[src/rtl/updown_counter_param.sv]
// updown_counter_param: modulus up/down counter with load, wrap/saturate, tc/ovf flags; optional prescaler via UDC_PRESCALE_EN
module updown_counter_param #(
  parameter int WIDTH = 4,
  parameter int MAX_VAL = 2**WIDTH-1,
  parameter int RST_VAL = 0
`ifdef UDC_PRESCALE_EN
  , parameter int PRESCALE = 4
`endif
) (
  input  logic             clk,
  input  logic             rst,
  input  logic             en,
  input  logic             up_down,
  input  logic             sat,
  input  logic             load,
  input  logic [WIDTH-1:0] load_val,
  output logic [WIDTH-1:0] count,
  output logic             tc,
  output logic             at_max,
  output logic             at_zero,
  output logic             ovf
);
  localparam logic [WIDTH-1:0] MAX = MAX_VAL[WIDTH-1:0];
  localparam logic [WIDTH-1:0] RST = RST_VAL[WIDTH-1:0];
  logic tick, step, bnd;
  logic [WIDTH-1:0] nxt;
`ifdef UDC_PRESCALE_EN
  localparam int PW = PRESCALE > 1 ? $clog2(PRESCALE) : 1;
  localparam logic [PW-1:0] PLAST = PW'(PRESCALE-1);
  logic [PW-1:0] pre;
  assign tick = en && pre == PLAST;
  always_ff @(posedge clk)
    if (rst || load) pre <= '0;
    else if (en) pre <= pre == PLAST ? '0 : pre + PW'(1);
`else
  assign tick = 1'b1;
`endif
  assign at_max = count == MAX;
  assign at_zero = count == '0;
  always_comb begin
    step = en && tick;
    bnd = step && (up_down ? at_max : at_zero);
    nxt = bnd ? (sat ? count : (up_down ? '0 : MAX))
              : (up_down ? count + WIDTH'(1) : count - WIDTH'(1));
  end
  always_ff @(posedge clk)
    if (rst) begin
      count <= RST;
      tc <= 1'b0;
      ovf <= 1'b0;
    end else if (load) begin
      count <= load_val > MAX ? MAX : load_val;
      tc <= 1'b0;
      ovf <= 1'b0;
    end else begin
      tc <= bnd;
      ovf <= ovf | bnd;
      if (step) count <= nxt;
    end
endmodule

[config.mk]
export PLATFORM = sky130hd
export DESIGN_NAME = updown_counter_param
export DESIGN_NICKNAME = d
export VERILOG_FILES = /design/src/rtl/updown_counter_param.sv
export SDC_FILE = /design/constraint.sdc
export NUM_CORES = 1
export LEC_CHECK = 0
export ABC_AREA = 1
export BUFFER_PORTS_ARGS = -buffer_cell sky130_fd_sc_hd__buf_2
export CORE_AREA = 5 5 42 44
export DETAILED_ROUTE_END_ITERATION = 16
export DIE_AREA = 0 0 47 49
export GPL_TIMING_DRIVEN = 0
export PLACE_DENSITY_LB_ADDON = 0.2
export SLEW_MARGIN = 10
export SYNTH_ARGS = -nofsm -noshare
export SYNTH_HDL_FRONTEND = slang
export SYNTH_SLANG_ARGS = --single-unit
[constraint.sdc]
create_clock -name clk -period 1.7 [get_ports clk]
set_input_delay 0.17 -clock clk [delete_from_list [all_inputs] [get_ports clk]]
set_output_delay 0.17 -clock clk [all_outputs]
set_load 0.01 [all_outputs]
==> results.toml <==
[sta]
fin_worst_skew_ps = 2.63
fmax_ghz = 0.707
worst_slew_pin_slew_ps = 265
worst_slack_ps = 285
relSlewSlack_pct = 82.3
hold_viol = 0
period_share_pct = 83.2
rsz0062_at_grt = "no"
slew_viol_final = 0
setup_violations = 0
holdWs_ps = 86.7
period_needed_ps = 1420
fin_tns_setup_ps = 0

[worst_setup_path]
cp-start-kind = "flop"
r2r_start = "count[2]$_SDFFE_PP0P_"
setup.worst_path.end_class = "flop"
cpPeakStageDelay_ps = 400
cp_common_cell = "nand2_1"
criticalPathCategory = "flop to flop"
critPathRequiredTime_ps = 1850
r2r_slack_ps = 280
cp_max_fo = 5
r2r-end = "count[3]$_SDFFE_PP0P_"
crit_path_top_delay_cell = "dfxtp_1"
critical_path.cell_chain = "ha_1 -> a21oi_1 -> nand2_1 -> nand2_1 -> nand2_1 -> nand2_1 -> nand2_1 -> nand3_1 -> a21oi_2"
ff2ff_path_depth = 9
arrival_ps = 1560

[worst_hold_path]
min_path_type = "primary input to flop"
min_from = "rst"
hold_depth = 2
hold_path_end = "count[3]$_SDFFE_PP0P_"

[yosys]
synth-xor-area-share_pct = 1.96
yosys_warnings = 0
seq_area_frac_synth_pct = 26.9
syn_nets = 80
ys_seq_elements = 6
syn_area_per_cell_um2 = 6.67
syn_area_um2 = 447
synth_compound_area_share_pct = 12.9
synth-adder-area-share_pct = 10.1
synth_top_family_by_area = "simple AND/OR/NAND/NOR gates"
synthMuxAreaShare_pct = 0
synthSimpleGateAreaFrac_pct = 41.2
postSynthCellCount = 67
ys_types = 18

[floorplan]
start_util_pct = 31.9
die_area_um2 = 2300
die_h_um = 49
rows = 14
ios = 18
die_x_um = 47
core_area_um2 = 1400

[place]
postPlaceCellArea_um2 = 552
place_ws_ps = 187
port-buffer-count = 17
hpwl_um = 889
gp_congestion = 0.818

[cts]
clock_latency_ps = 250
holdBufCountCts = 0
root_buffer = "clkbuf_4"
clkSlewWorstSetupHoldPaths_ps = 50
numCtsBuffers = 3
cts_resized = 0
cts_tree = "yes"
numClockSinks = 6
cts_setup_buffers = 0
h-tree-depth = 1
clk_path_buf_depth = 2

[route]
drtIter0Drc = 12
dr.pass1.iters = 4
routedWlPerCell_um = 10.6
route.detailed.drc = 0
detail-route-antenna-nets = 0
viasPerCell = 4.62
vias = 476
drt_wl_total_um = 1090

[finish]
nets = 102
synthToLayoutAreaGrowth_pct = 28.6
fin_area_um2 = 574
antennaDiodeCount = 0
drive_gt1_share_pct = 35.6

[run]
drv_cap = 0

[global_routing]
grt_max_degree = 8
grt_pass1_vias = 420
antenna_found_initial = 0
grt_pass1_wl_um = 1790
track_usage_pct = 11.3
grt_overflow = 0

[run_status]
status = "complete, no violations"

[pwr]
p_leak_nw = 0.314
ir_drop_uv = 367
powerDensity_nw_per_um2 = 782
area by class of cell:
cell class / count / area [um2]
multi-input cells: 53 / 295
clock buffers: 3 / 22.5
fillers: 164 / 827
repair buffers: 17 / 85.1
inverters: 8 / 31.3
flip-flops and latches: 6 / 120
well taps: 16 / 20.0
synthesized netlist by cell type (all sizes together):
library cell,count,area (um2)
or2,1,6.26
nand2,20,92.6
xor2,1,8.76
o21ai,5,28.8
inv,7,26.3
ha,2,25.0
nand3,5,30.0
a21oi,5,28.8
dfxtp,6,120
fa,1,20.0
nor2,12,45.0
nor3,1,10.0
clkinv,1,5.00
worst max-delay path by stage:
stage	start	to	cells after the start	slack, ps
after floorplan	count[2]$_SDFFE_PP0P_	count[3]$_SDFFE_PP0P_	9	350
after global placement	up_down	count[3]$_SDFFE_PP0P_	11	200
after detailed placement	up_down	count[3]$_SDFFE_PP0P_	11	190
after CTS	count[2]$_SDFFE_PP0P_	count[3]$_SDFFE_PP0P_	9	270
after global routing	count[2]$_SDFFE_PP0P_	count[3]$_SDFFE_PP0P_	9	130
final	count[2]$_SDFFE_PP0P_	count[3]$_SDFFE_PP0P_	9	280
layout by cell type (no fill, tap or decap), drive strengths merged:
| cell type | instances |
|---|---|
| buf | 17 |
| o21ai | 5 |
| a21oi | 5 |
| fa | 1 |
| nand2 | 20 |
| nor3 | 1 |
| inv | 7 |
| ha | 2 |
| clkbuf | 3 |
| clkinv | 1 |
| xor2 | 1 |
| dfxtp | 6 |
| nand3 | 5 |
| nor2 | 12 |
| or2 | 1 |
where the power goes:
group	internal [mW]	switching [mW]	total (mW)	leakage [nW]
Sequential	0.153	0.0177	0.170	0.0496
Combinational	0.0607	0.0820	0.143	0.251
Clock	0.0802	0.0561	0.136	0.0138
registers in the layout, indices dropped and copies added (netlist names):
name,flops
count,4
ovf,1
tc,1
critical path, delay by kind of cell, from the launching register on:
family | cells | cell delay (ps)
AO/OA/AOI/OAI | 2 | 250
adder cells (fa/ha/maj) | 1 | 290
flip-flops | 1 | 400
AND/OR/NAND/NOR | 6 | 370
cells by family (layout without fill, tap and decap cells):
group / after synthesis / in the layout
and+or+nand+nor: 39 / 39
AOI/OAI and AO/OA: 10 / 10
DFF: 6 / 6
buffers and inverters: 8 / 28
xor gates and xnor gates: 1 / 1
adders and majority gates: 3 / 3
layer usage:
layer / global-route usage [%] / share of wire [%] / wire length [um] / vias to the layer above
met3: 8.86 / 9.4 / 102 / 0
met4: 4.15 / 0 / 0 / 0
met5: 0 / 0 / 0 / -
met2: 16.3 / 47 / 511 / 16
li1: - / - / - / 254
met1: 12.1 / 43 / 472 / 206
through the flow:
| step | std cells | total power, mW | util (%) |
|---|---|---|---|
| 2_1_floorplan | 67 | 0.271 | - |
| 3_3_place_gp | 100 | 0.317 | 39.4 |
| 3_5_place_dp | 100 | 0.318 | 39.4 |
| 4_1_cts | 103 | 0.459 | 41.0 |
| 5_1_grt | 103 | 0.497 | 41.0 |
| 6_report | 103 | 0.449 | 41.0 |
(Power assumes the default switching activity.)
